==> config.mk <==
export PLATFORM = sky130hd
export DESIGN_NAME = hex_display_scanner
export DESIGN_NICKNAME = d
export VERILOG_FILES = /design/src/rtl/hex_display_pkg.sv /design/src/rtl/hex_seg_encoder.sv /design/src/rtl/hex_display_scanner.sv
export SDC_FILE = /design/constraint.sdc
export NUM_CORES = 1
export LEC_CHECK = 0
export CAP_MARGIN = 20
export CORE_MARGIN = 3
export CORE_UTILIZATION = 44
export DETAILED_ROUTE_END_ITERATION = 10
export PLACE_DENSITY_LB_ADDON = 0.25
export SLEW_MARGIN = 20
export SYNTH_ARGS = -nofsm -noshare
export SYNTH_HDL_FRONTEND = slang
export SYNTH_SLANG_ARGS = --single-unit
==> constraint.sdc <==
create_clock -name Clk -period 3.5 [get_ports Clk]
set_input_delay 0.7 -clock Clk [delete_from_list [all_inputs] [get_ports Clk]]
set_output_delay 0.7 -clock Clk [all_outputs]
set_load 0.02 [all_outputs]
==> src/rtl/hex_display_pkg.sv <==
`default_nettype none
// ============================================================================
//  hex_display_pkg
//  Shared 7-segment types and the hex glyph table (active-low {g,f,e,d,c,b,a}).
//  Revision: 1.0
// ============================================================================
package hex_display_pkg;

    typedef logic [6:0] seg_t;

    localparam seg_t SEG_BLANK = 7'h7F;

    localparam seg_t SEG_TABLE [16] = '{
        7'b1000000,  // 0
        7'b1111001,  // 1
        7'b0100100,  // 2
        7'b0110000,  // 3
        7'b0011001,  // 4
        7'b0010010,  // 5
        7'b0000010,  // 6
        7'b1111000,  // 7
        7'b0000000,  // 8
        7'b0010000,  // 9
        7'b0001000,  // A
        7'b0000011,  // b
        7'b1000110,  // C
        7'b0100001,  // d
        7'b0000110,  // E
        7'b0001110   // F
    };

endpackage : hex_display_pkg
`default_nettype wire

==> src/rtl/hex_seg_encoder.sv <==
`default_nettype none
// ============================================================================
//  hex_seg_encoder
//  Combinational nibble to active-low 7-segment glyph lookup.
//  Revision: 1.0
// ============================================================================
module hex_seg_encoder
    import hex_display_pkg::*;
(
    input  logic [3:0] i_nibble,
    output seg_t       o_seg
);

    assign o_seg = SEG_TABLE[i_nibble];

endmodule : hex_seg_encoder
`default_nettype wire

==> src/rtl/hex_display_scanner.sv <==
`default_nettype none
// ============================================================================
//  hex_display_scanner
//  Time-multiplexed common-anode hex display driver with shadow registers,
//  leading-zero suppression, anti-ghost blank slot and frame-done pulse.
//  Revision: 1.0
// ============================================================================
module hex_display_scanner
    import hex_display_pkg::*;
#(
    parameter int NUM_DIGITS = 4,
    parameter int CLK_DIV    = 50000
) (
    input  logic                    Clk,
    input  logic                    Reset,
    input  logic [4*NUM_DIGITS-1:0] value,
    input  logic                    load,
    input  logic [NUM_DIGITS-1:0]   dp_in,
    input  logic                    blank_lz,
    input  logic                    enable,
    output seg_t                    seg_out,
    output logic                    dp_out,
    output logic [NUM_DIGITS-1:0]   an_out,
    output logic                    frame_done
);

    localparam int PRESC_W = $clog2(CLK_DIV);
    localparam int IDX_W   = (NUM_DIGITS > 1) ? $clog2(NUM_DIGITS) : 1;

    localparam logic [PRESC_W-1:0] c_presc_last = PRESC_W'(CLK_DIV - 1);
    localparam logic [IDX_W-1:0]   c_idx_last   = IDX_W'(NUM_DIGITS - 1);

    logic [4*NUM_DIGITS-1:0] r_shadow_val;
    logic [NUM_DIGITS-1:0]   r_shadow_dp;
    logic [PRESC_W-1:0]      r_presc;
    logic [IDX_W-1:0]        r_idx;
    seg_t                    r_seg;
    logic                    r_dp;
    logic [NUM_DIGITS-1:0]   r_an;
    logic                    r_frame_done;

    logic                    w_tick;
    logic                    w_last_digit;
    logic [3:0]              w_nibble;
    logic                    w_dp_sel;
    logic                    w_zero_sel;
    logic                    w_suppress;
    logic                    w_blank;
    logic [NUM_DIGITS-1:0]   w_an_lit;
    logic [NUM_DIGITS-1:0]   w_zero_from;
    seg_t                    w_seg;

    assign w_tick       = enable && (r_presc == c_presc_last);
    assign w_last_digit = (r_idx == c_idx_last);

    // w_zero_from[k]: nibbles k..NUM_DIGITS-1 of the shadow value are all zero
    generate
        for (genvar k = 0; k < NUM_DIGITS; k++) begin : g_zero_from
            assign w_zero_from[k] = ~|r_shadow_val[4*NUM_DIGITS-1:4*k];
        end
    endgenerate

    always_comb begin
        w_nibble   = 4'h0;
        w_dp_sel   = 1'b0;
        w_zero_sel = 1'b0;
        w_an_lit   = '1;
        for (int k = 0; k < NUM_DIGITS; k++) begin
            if (r_idx == IDX_W'(k)) begin
                w_nibble    = r_shadow_val[4*k +: 4];
                w_dp_sel    = r_shadow_dp[k];
                w_zero_sel  = w_zero_from[k];
                w_an_lit[k] = 1'b0;
            end
        end
    end

    // Digit 0 is always shown so an all-zero value still reads "0"
    assign w_suppress = blank_lz && (r_idx != '0) && w_zero_sel;
    assign w_blank    = !enable || w_tick || w_suppress;

    hex_seg_encoder u_seg_encoder (
        .i_nibble (w_nibble),
        .o_seg    (w_seg)
    );

    always_ff @(posedge Clk) begin
        if (Reset) begin
            r_shadow_val <= '0;
            r_shadow_dp  <= '0;
            r_presc      <= '0;
            r_idx        <= '0;
            r_seg        <= SEG_BLANK;
            r_dp         <= 1'b1;
            r_an         <= '1;
            r_frame_done <= 1'b0;
        end else begin
            if (load) begin
                r_shadow_val <= value;
                r_shadow_dp  <= dp_in;
            end

            if (enable) begin
                r_presc <= w_tick ? '0 : r_presc + 1'b1;
            end

            if (w_tick) begin
                r_idx <= w_last_digit ? '0 : r_idx + 1'b1;
            end

            r_frame_done <= w_tick && w_last_digit;

            // The tick cycle is forced dark so the anode switch never ghosts
            if (w_blank) begin
                r_seg <= SEG_BLANK;
                r_dp  <= 1'b1;
                r_an  <= '1;
            end else begin
                r_seg <= w_seg;
                r_dp  <= ~w_dp_sel;
                r_an  <= w_an_lit;
            end
        end
    end

    assign seg_out    = r_seg;
    assign dp_out     = r_dp;
    assign an_out     = r_an;
    assign frame_done = r_frame_done;

endmodule : hex_display_scanner
`default_nettype wire

==> impl_metrics.csv <==
group,metric,value,unit
worst_setup_path,arrival,2930,ps
worst_setup_path,worst-path-stages,10,
logic_synthesis,synth_area,0.00242,mm²
logic_synthesis,synth_simple_gate_area_share,22.2,%
grt,grt_pass1_wl,8330,µm
worst_setup_path,required,3660,ps
logic_synthesis,synth_xor_area_share,5.06,%
place,port_buffers,37,
logic_synthesis,synth-seq-cells,51,
route,via_per_inst,5.16,
timing,hold_violations,0,
route,post-route-drc-count,0,
floorplanning,initial_core_util,46.5,%
clock_tree,worst_skew_pair.late_latency,290,ps
route,vias,1890,
clock_tree,cts_root_buf,"clkbuf_8",
worst_setup_path,crit_chain,"inv_1 > ha_1 > nor2b_1 > a221oi_1 > o31ai_1 > inv_1 > ha_1 > and2_1 > a211oi_1 > o21ai_0",
pwr,p_per_area,374,mW/mm²
floorplanning,core,0.00520,mm²
grt,grt_start_max_net_pins,28,
grt,first_global_vias,1828,
run,maxCapViolations,0,
floorplanning,fp.dieW,80.2,µm
clock_tree,max-clock-path-buffers,2,
layout,antennaDiodeCount,0,
worst_setup_path,r2r_start,"r_idx[1]$_SDFFE_PP0N_",
clock_tree,cts_tree,"built",
worst_setup_path,crit_type,"reg -> reg",
timing,worst_slack,723,ps
place,place_ws,706,ps
status,outcome,"finished, final reports clean",
pwr,vdd_drop_max,272,µV
layout,area_growth_syn_to_layout,19.2,%
worst_setup_path,r2r-end,"seg_out[3]$_SDFF_PP1_",
route,routed_wl,4810,µm
logic_synthesis,muxShareOfSynthArea,9.97,%
logic_synthesis,synth_fa_ha_area_share,5.68,%
timing,setup_tns,0,ps
clock_tree,cts_buffers,5,
layout,nNetsFinal,332,
timing,timing.hold.ws,492,ps
worst_setup_path,crit_end,"seg_out[3]$_SDFF_PP1_",
clock_tree,path_clk_slew,80,ps
clock_tree,post_cts_buffers,0,
clock_tree,cts_resized,0,
clock_tree,h-tree-depth,2,
floorplanning,io_pins,38,
worst_setup_path,crit_path_top_delay_cell,"o31ai_1",
logic_synthesis,synthDistinctLibCells,45,
worst_setup_path,max_stage_delay,610,ps
worst_setup_path,rr_worst_depth,10,
worst_setup_path,regToRegSetupSlack,720,ps
logic_synthesis,ys_seq_area_share,42.2,%
timing,slew_headroom,45.2,%
grt,antenna_found_initial,0,
place,gp_congestion,0.878,
floorplanning,fp-row-count,26,
clock_tree,cts_hold_buf,0,
floorplanning,fp.dieH,80.2,µm
logic_synthesis,synth_nets,299,
pwr,leakage,1.11,nW
worst_setup_path,crit_start,"r_idx[1]$_SDFFE_PP0N_",
logic_synthesis,synth_top_family_by_area,"simple AND/OR/NAND/NOR gates",
logic_synthesis,syn_avg_cell_area,9.21,µm²
place,dpl_cell_area,0.00280,mm²
grt,track_usage,16.1,%
layout,drive_gt1_share,4.73,%
worst_setup_path,path_delay_family,"compound AO/OA/AOI/OAI gates",
timing,clock_skew,4.84,ps
timing,timing.fmax,360,MHz
timing,drv_slew,0,
clock_tree,clock-sinks,51,
route,drtIter0Drc,131,
worst_setup_path,cp_num_buf_inv,2,
route,wire_per_inst,13.1,µm
timing,tightest_slew,822,ps
logic_synthesis,synthArstFlopShare,0,%
worst_setup_path,crit_path_end_kind,"flop",
timing,finalSetupViolations,0,
logic_synthesis,syn-instance-count,263,
timing,fin_crit_sh,79.4,%
worst_setup_path,worstPathMaxFanout,11,
route,drtPass1Iterations,7,
floorplanning,dieArea,0.00643,mm²
worst_setup_path,cp-start-kind,"flop",
logic_synthesis,synth_compound_area_share,9.46,%
logic_synthesis,synth_flop_cell,"dfxtp_1",
grt,grt_overflow,0,
route,ant_nets,0,
logic_synthesis,yosys_warnings,0,
place,hpwl,3570,µm
timing,grt_setup_unrepaired,"false",
timing,fin_crit,2780,ps
logic_synthesis,synth_edf_count,0,
layout,nFillCells,500,
hold_path,hold_class,"reg -> reg",
layout,fin_area,0.00289,mm²
## layout make-up
cell class	count	area, µm²	share of cell area, %
clock buffer	6	82.6	2.86
clock inverter	1	5.00	0.173
multi-input combinational	189	1270	43.9
sequential	51	1020	35.4
timing repair buffer	39	385	13.4
inverter	10	37.5	1.30
tap	70	87.6	3.03
## per-stage QoR
stage          utilization (%)  instances  total power [mW]
6_report                  55.5        366              1.08
5_1_grt                   55.5        366              1.14
4_1_cts                   55.5        366              1.10
3_5_place_dp              53.8        359             0.763
3_3_place_gp              53.8        359             0.761
2_1_floorplan                -        263             0.708
## flip-flops by register name, summed over array words and instances, names as in the netlist
signal	flops
frame_done	1
seg_out	7
dp_out	1
r_shadow_dp	4
an_out	4
r_presc	16
r_shadow_val	16
r_idx	2
## cells in the final DEF (no fill, tap or decap), types with 3 or more instances in the layout
cell,count
nand3b_1,5
nor4_1,5
nor2_1,45
xor2_1,6
a221oi_1,4
ha_1,11
o221ai_1,3
a211oi_1,3
nand2_1,20
xnor2_1,8
mux2i_1,23
nand4_1,3
clkdlybuf4s50_1,37
a21oi_1,7
clkbuf_8,6
nor3b_1,3
nor2b_1,3
inv_1,10
nand3_1,8
dfxtp_1,51
nor3_1,5
## metal layers
metal	vias up	wire length, µm	global-route usage [%]
met5	-	0	0
met4	0	70	5.91
met3	9	216	3.14
met2	46	2310	26.0
met1	858	2210	21.3
li1	977	-	-
## worst min-delay path: cells and delay by family (launching register included)
| family | cells | cell delay, ps |
|---|---|---|
| AOI/OAI and AO/OA | 1 | 50 |
| DFF | 1 | 330 |
| and+or+nand+nor | 1 | 70 |
## cell usage after synthesis, types with 3 or more instances
cell type  instances  share of area, %
xnor2_1            8               2.9
nor2_1            45               7.0
ha_1              11               5.7
nand2_1           20               3.1
nand4_1            3              0.78
a221oi_1           4               1.4
nor3b_1            3              0.93
clkbuf_8           3               1.7
nor2b_1            3              0.78
nand3b_1           5               1.6
a211oi_1           3              0.93
xor2_1             6               2.2
nor4_1             5               1.3
a21oi_1            7               1.4
clkbuf_1           7               1.1
inv_1             10               1.6
nand3_1            8               1.7
o221ai_1           3               1.1
nor3_1             5               1.0
dfxtp_1           51                42
mux2i_1           23               9.5
## worst min path at each step
stage                                        endpoint  cells past startpoint  slack (ps)                         from
final                         r_presc[1]$_SDFFE_PP0P_                      2         490      r_presc[1]$_SDFFE_PP0P_
after global routing          r_presc[1]$_SDFFE_PP0P_                      2         520      r_presc[1]$_SDFFE_PP0P_
after CTS                     r_presc[1]$_SDFFE_PP0P_                      2         500      r_presc[1]$_SDFFE_PP0P_
after detailed placement      r_presc[1]$_SDFFE_PP0P_                      2         480      r_presc[1]$_SDFFE_PP0P_
after global placement    r_shadow_dp[3]$_SDFFE_PP0P_                      2         480  r_shadow_dp[3]$_SDFFE_PP0P_
after floorplan               r_presc[1]$_SDFFE_PP0P_                      2         460      r_presc[1]$_SDFFE_PP0P_
## logic make-up after synthesis
kind of cell,after synthesis
AOI/OAI and AO/OA,31
xor gates and xnor gates,14
adders and majority gates,11
buffers and inverters,23
DFF,51
muxes,24
and+or+nand+nor,109
## where the power goes
part           total (mW)  switching, mW  internal, mW
Combinational       0.133         0.0633        0.0699
Sequential          0.616         0.0145         0.601
Clock               0.330          0.175         0.155
Total                1.08          0.253         0.827
Note: power is estimated with default switching activity, not from simulation.
